==> config.mk <==
export PLATFORM = sky130hd
export DESIGN_NAME = periph_irq_ctrl
export DESIGN_NICKNAME = d
export VERILOG_FILES = /design/src/rtl/pkg_sfrs_definition.sv /design/src/rtl/periph_irq_ctrl_prio_enc.sv /design/src/rtl/periph_irq_ctrl.sv
export SDC_FILE = /design/constraint.sdc
export NUM_CORES = 1
export LEC_CHECK = 0
export ABC_AREA = 1
export BUFFER_PORTS_ARGS = -buffer_cell sky130_fd_sc_hd__buf_2
export CORE_UTILIZATION = 40
export CTS_CLUSTER_DIAMETER = 200
export DETAILED_ROUTE_END_ITERATION = 10
export GPL_TIMING_DRIVEN = 0
export PLACE_DENSITY = 0.66
export SKIP_CTS_REPAIR_TIMING = 1
export SYNTH_ARGS = -nofsm -noshare
export SYNTH_HDL_FRONTEND = slang
export SYNTH_HIERARCHICAL = 1
export SYNTH_SLANG_ARGS = --single-unit
==> constraint.sdc <==
create_clock -name sys_clk -period 1.39 [get_ports sys_clk]
set_clock_uncertainty 0.05 [all_clocks]
set_input_delay 0.2085 -clock sys_clk [delete_from_list [all_inputs] [get_ports sys_clk]]
set_output_delay 0.2085 -clock sys_clk [all_outputs]
set_load 0.02 [all_outputs]
==> src/rtl/pkg_sfrs_definition.sv <==
// Shared SFR-side definitions for the peripheral interrupt controller:
// controller state encoding and the interrupt source index map.
package pkg_sfrs_definition;

  typedef enum logic [1:0] {
    IDLE    = 2'd0,
    REQ     = 2'd1,
    SERVICE = 2'd2
  } irq_state_t;

  localparam int unsigned IRQ_TMR_OVF = 32'd0;
  localparam int unsigned IRQ_TMR_M0  = 32'd1;
  localparam int unsigned IRQ_TMR_M1  = 32'd2;
  localparam int unsigned IRQ_PWM_PRM = 32'd3;
  localparam int unsigned IRQ_PWM_DCM = 32'd4;
  localparam int unsigned IRQ_PWM_PHM = 32'd5;
  localparam int unsigned IRQ_PWM_OFM = 32'd6;
  localparam int unsigned IRQ_SPARE   = 32'd7;

endpackage

==> src/rtl/periph_irq_ctrl_prio_enc.sv <==
// Lowest-index-wins priority encoder: index 0 carries the highest priority.
module irq_prio_enc #(
  parameter int N_SRC = 8,
  parameter int ID_W  = $clog2(N_SRC)
) (
  input  logic [N_SRC-1:0] req,
  output logic [ID_W-1:0]  sel,
  output logic             valid
);

  // Scan from the top down so the lowest set index is the last one written.
  always_comb begin
    sel   = {ID_W{1'b0}};
    valid = |req;
    for (int i = N_SRC - 1; i >= 0; i--) begin
      if (req[i]) begin
        sel = ID_W'(i);
      end else begin
        sel = sel;
      end
    end
  end

endmodule

==> src/rtl/periph_irq_ctrl.sv <==
// Peripheral interrupt controller: latches enabled flag edges into a pending
// register and presents one fixed-priority request at a time to the core.
module periph_irq_ctrl
  import pkg_sfrs_definition::*;
#(
  parameter int N_SRC = 8,
  parameter int ID_W  = $clog2(N_SRC)
) (
  input  logic             sys_clk,
  input  logic             sys_rst_n,
  input  logic             sw_rst_i,
  input  logic             glb_en_i,
  input  logic [N_SRC-1:0] src_flag_i,
  input  logic [N_SRC-1:0] src_en_i,
  output logic             irq_req_o,
  output logic [ID_W-1:0]  irq_id_o,
  input  logic             irq_ack_i,
  input  logic             irq_eoi_i,
  output logic [N_SRC-1:0] pend_o,
  output logic             busy_o,
  output logic             lost_o,
  input  logic             lost_clr_i
);

  irq_state_t       state_r;
  logic [N_SRC-1:0] flag_r;
  logic [N_SRC-1:0] pend_r;
  logic             req_r;
  logic [ID_W-1:0]  id_r;
  logic             busy_r;
  logic             lost_r;

  logic [N_SRC-1:0] edge_s;
  logic [N_SRC-1:0] svc_mask_s;
  logic [N_SRC-1:0] ack_mask_s;
  logic [N_SRC-1:0] pend_nxt_s;
  logic             take_s;
  logic             lost_evt_s;
  logic [ID_W-1:0]  sel_s;
  logic             any_s;

  irq_prio_enc #(
    .N_SRC (N_SRC),
    .ID_W  (ID_W)
  ) u_prio (
    .req   (pend_r),
    .sel   (sel_s),
    .valid (any_s)
  );

  // Edge detection, pending next-state and lost-event detection.
  always_comb begin
    edge_s     = src_flag_i & ~flag_r & src_en_i;
    take_s     = (state_r == REQ) && irq_ack_i;
    svc_mask_s = {N_SRC{1'b0}};
    ack_mask_s = {N_SRC{1'b0}};
    if (state_r == SERVICE) begin
      svc_mask_s[id_r] = 1'b1;
    end else begin
      svc_mask_s = {N_SRC{1'b0}};
    end
    if (take_s) begin
      ack_mask_s[id_r] = 1'b1;
    end else begin
      ack_mask_s = {N_SRC{1'b0}};
    end
    // An ack clears the bit even if the same source re-fires; that edge is lost.
    lost_evt_s = |(edge_s & (pend_r | svc_mask_s));
    pend_nxt_s = (pend_r | edge_s) & ~ack_mask_s;
  end

  // Flag history, pending register and sticky lost flag.
  always_ff @(posedge sys_clk or negedge sys_rst_n) begin
    if (!sys_rst_n) begin
      flag_r <= {N_SRC{1'b0}};
      pend_r <= {N_SRC{1'b0}};
      lost_r <= 1'b0;
    end else if (sw_rst_i) begin
      flag_r <= {N_SRC{1'b0}};
      pend_r <= {N_SRC{1'b0}};
      lost_r <= 1'b0;
    end else begin
      flag_r <= src_flag_i;
      pend_r <= pend_nxt_s;
      if (lost_evt_s) begin
        lost_r <= 1'b1;
      end else if (lost_clr_i) begin
        lost_r <= 1'b0;
      end else begin
        lost_r <= lost_r;
      end
    end
  end

  // Request / acknowledge / end-of-interrupt handshake with registered outputs.
  always_ff @(posedge sys_clk or negedge sys_rst_n) begin
    if (!sys_rst_n) begin
      state_r <= IDLE;
      req_r   <= 1'b0;
      id_r    <= {ID_W{1'b0}};
      busy_r  <= 1'b0;
    end else if (sw_rst_i) begin
      state_r <= IDLE;
      req_r   <= 1'b0;
      id_r    <= {ID_W{1'b0}};
      busy_r  <= 1'b0;
    end else begin
      case (state_r)
        IDLE: begin
          if (any_s && glb_en_i) begin
            req_r   <= 1'b1;
            id_r    <= sel_s;
            state_r <= REQ;
          end
        end
        REQ: begin
          // ID is frozen here: a newly pending higher-priority source waits.
          if (irq_ack_i) begin
            req_r   <= 1'b0;
            busy_r  <= 1'b1;
            state_r <= SERVICE;
          end else if (!glb_en_i) begin
            req_r   <= 1'b0;
            state_r <= IDLE;
          end
        end
        SERVICE: begin
          if (irq_eoi_i) begin
            busy_r  <= 1'b0;
            state_r <= IDLE;
          end
        end
        default: begin
          req_r   <= 1'b0;
          busy_r  <= 1'b0;
          state_r <= IDLE;
        end
      endcase
    end
  end

  assign irq_req_o = req_r;
  assign irq_id_o  = id_r;
  assign pend_o    = pend_r;
  assign busy_o    = busy_r;
  assign lost_o    = lost_r;

endmodule
==> impl_metrics.yaml <==
drt:
  wl_per_cell_um: 10.79
  viasPerCell: 4.824
  drt-total-wl_um: 2817
  routedLengthMet1_um: 1414
  firstDrtPassIters: 4
  top_layer_used: "met4"
  wl_met3_um: 91
  drt_iter0_drc: 41
  antenna_left: 0
  via_count: 1259
  route.met2.wl_um: 1263
  drc_errors: 0
clock_tree:
  clk_pin_slew_ps: 150
  clock_path_buffers: 2
  cts_sinks: 24
  cts-root-buf: "clkbuf_4"
  cts_tree: "built"
  worstSkewPairLatency_ps: 330
  cts_buffers: 3
  cts.htree.levels: 1
timing:
  final_hold_viol_count: 0
  worstMarginPinSlew_ps: 529.0
  fin_crit_ps: 1491
  min_period_over_period: 1.073
  worst_hold_slack_ps: 12.78
  setup_violations: 5
  max_freq_mhz: 670.6
  timing.final.ws_setup_ps: -101.2
  slew_headroom: 0.6473
  slew_viol_final: 0
  rsz0062_at_grt: "true"
synthesis:
  synth_cell_types: 26
  ys_seq_area_frac: 0.4580
  ys.warnings.count: 6
  netlist_instances: 176
  synth.net_count: 199
  syn_area_um2: 1311
  synth.avg_cell_area_um2: 7.450
  yosys_register_bits: 24
final_layout:
  final_common_cell: "nand2_1"
  ff_latch_area_um2: 604.3
  most-common-layout-cells: "nand2_1 (36), buf_2 (35), nor2_1 (30), inv_1 (25), dfrtp_1 (21)"
  design_area_um2: 1620
  drive_above_1_share: 0.2949
  n_antenna_cell: 0
  finalNetCount: 241
  syn_to_final_growth_pct: 23.57
  num-fill-cells: 329
  multi_input_area_um2: 573.1
critical_path:
  worstReg2RegStart: "pend_o[6]"
  path_class: "flip-flop to flip-flop"
  regToRegSetupSlack_ps: -100
  reg2reg_to: "irq_id_o[2]"
  crit_path_end_kind: "flip-flop"
  reg2reg_depth: 7
  worst-path-max-fanout: 5
  startpoint_type: "flip-flop"
  cp_data_required_time_ps: 1560
  crit_arrival_ps: 1660
flow_run:
  maxCapViolCount: 0
placed_design:
  gp_congestion: 0.8115
  dpl_cell_area_um2: 1546
  hpwlAfterDp_um: 2119
  port_buffers: 35
pwr:
  peakVddDrop_v: 0.0005761
  p_leak_nw: 0.8818
  total_power_mw: 1.814
  power_density_nw_per_um2: 1120
worst_hold_path:
  min_path_cells: 3
  hp-class: "input pin to flip-flop"
  hold_end: "flag_r[4]"
  holdCritStartpoint: "src_flag_i[4]"
global_routing:
  gr-total-overflow: 0
  grt_usage: 0.1854
  grt_pass1_wl_um: 4885
  antenna_found_initial: 0
  grt_max_degree: 25
  grt_pass1_vias: 1133
floorplan:
  core_um2: 3078
  die_area_um2: 3511
  num_io_pins: 37
  die_h_um: 59.26
  rows: 20
  die_w_um: 59.26
  start_util: 0.4260
outcome:
  failed_checks: "setup timing"
  status: "finished, violations left"
logic make-up after synthesis:
group | Yosys count | share of synthesized area
and+or+nand+nor | 92 | 0.3082
buffers and inverters | 34 | 0.1088
AOI/OAI and AO/OA | 26 | 0.1250
DFF | 24 | 0.4580
final cells by class:
type,count,area share
inverters,31,0.07182
clock buffers,3,0.01390
well taps,44,0.03398
clock inverters,1,0.01853
flip-flops and latches,24,0.3730
repair buffers,37,0.1189
multi-input cells,118,0.3537
plain buffers,3,0.01622
where the power goes:
group | internal [mW] | switching [mW]
Sequential | 0.761 | 0.0638
Combinational | 0.176 | 0.298
Clock | 0.292 | 0.223
Total | 1.23 | 0.586
worst max-delay path, cell delays in order, from the launching register on:
cell	delay, ps
dfrtp_2	460
or2_1	240
nor3_2	180
nand2_1	80
nand2_2	130
nor2_2	70
o21ai_1	110
nor2_1	50
worst max-delay path by stage:
stage | startpoint | endpoint | slack (ps) | depth (start not counted)
2_1_floorplan | pend_o[6] | irq_id_o[0] | -20 | 7
6_report | pend_o[6] | irq_id_o[2] | -100 | 7
3_3_place_gp | pend_o[6] | irq_id_o[0] | -60 | 7
4_1_cts | pend_o[6] | irq_id_o[2] | -100 | 7
3_5_place_dp | pend_o[6] | irq_id_o[2] | -70 | 7
5_1_grt | pend_o[6] | irq_req_o | -170 | 7
registers in the layout (all words and copies together) (netlist names):
name,flops
busy_o,1
flag_r,8
irq_id_o,3
irq_req_o,1
lost_o,1
pend_o,8
state_r,2
metal layers:
layer / up-vias / track usage
met1: 577 / 0.2428
met4: 0 / 0.08163
met5: - / 0
li1: 646 / -
met3: 5 / 0.01965
met2: 31 / 0.3082
cells in the mapped netlist, drive strengths merged:
library cell	count	area [um2]
nand3	10	55.05
nor3b	1	7.510
o22ai	5	31.28
or2	1	6.260
inv	31	116.4
nand2	39	151.4
a21oi	3	18.77
buf	2	22.52
o21ai	8	43.79
o21bai	5	37.54
a22oi	1	7.510
nor3	4	25.02
nor2	36	152.6
dfrtp	24	600.6
nand4	1	6.260
clkbuf	1	3.750
a31oi	4	25.02
metrics by stage:
stage               TNS, ps    util  instances  worst slack (ps)
floorplan            -70.23       -        176            -23.55
global placement     -172.3  0.5024        255            -60.46
detailed placement   -197.1  0.5024        255            -66.60
CTS                  -352.4  0.5195        259            -102.0
global route         -823.8  0.5264        261            -169.1
finish               -419.7  0.5264        261            -101.2
(Power assumes the default switching activity.)
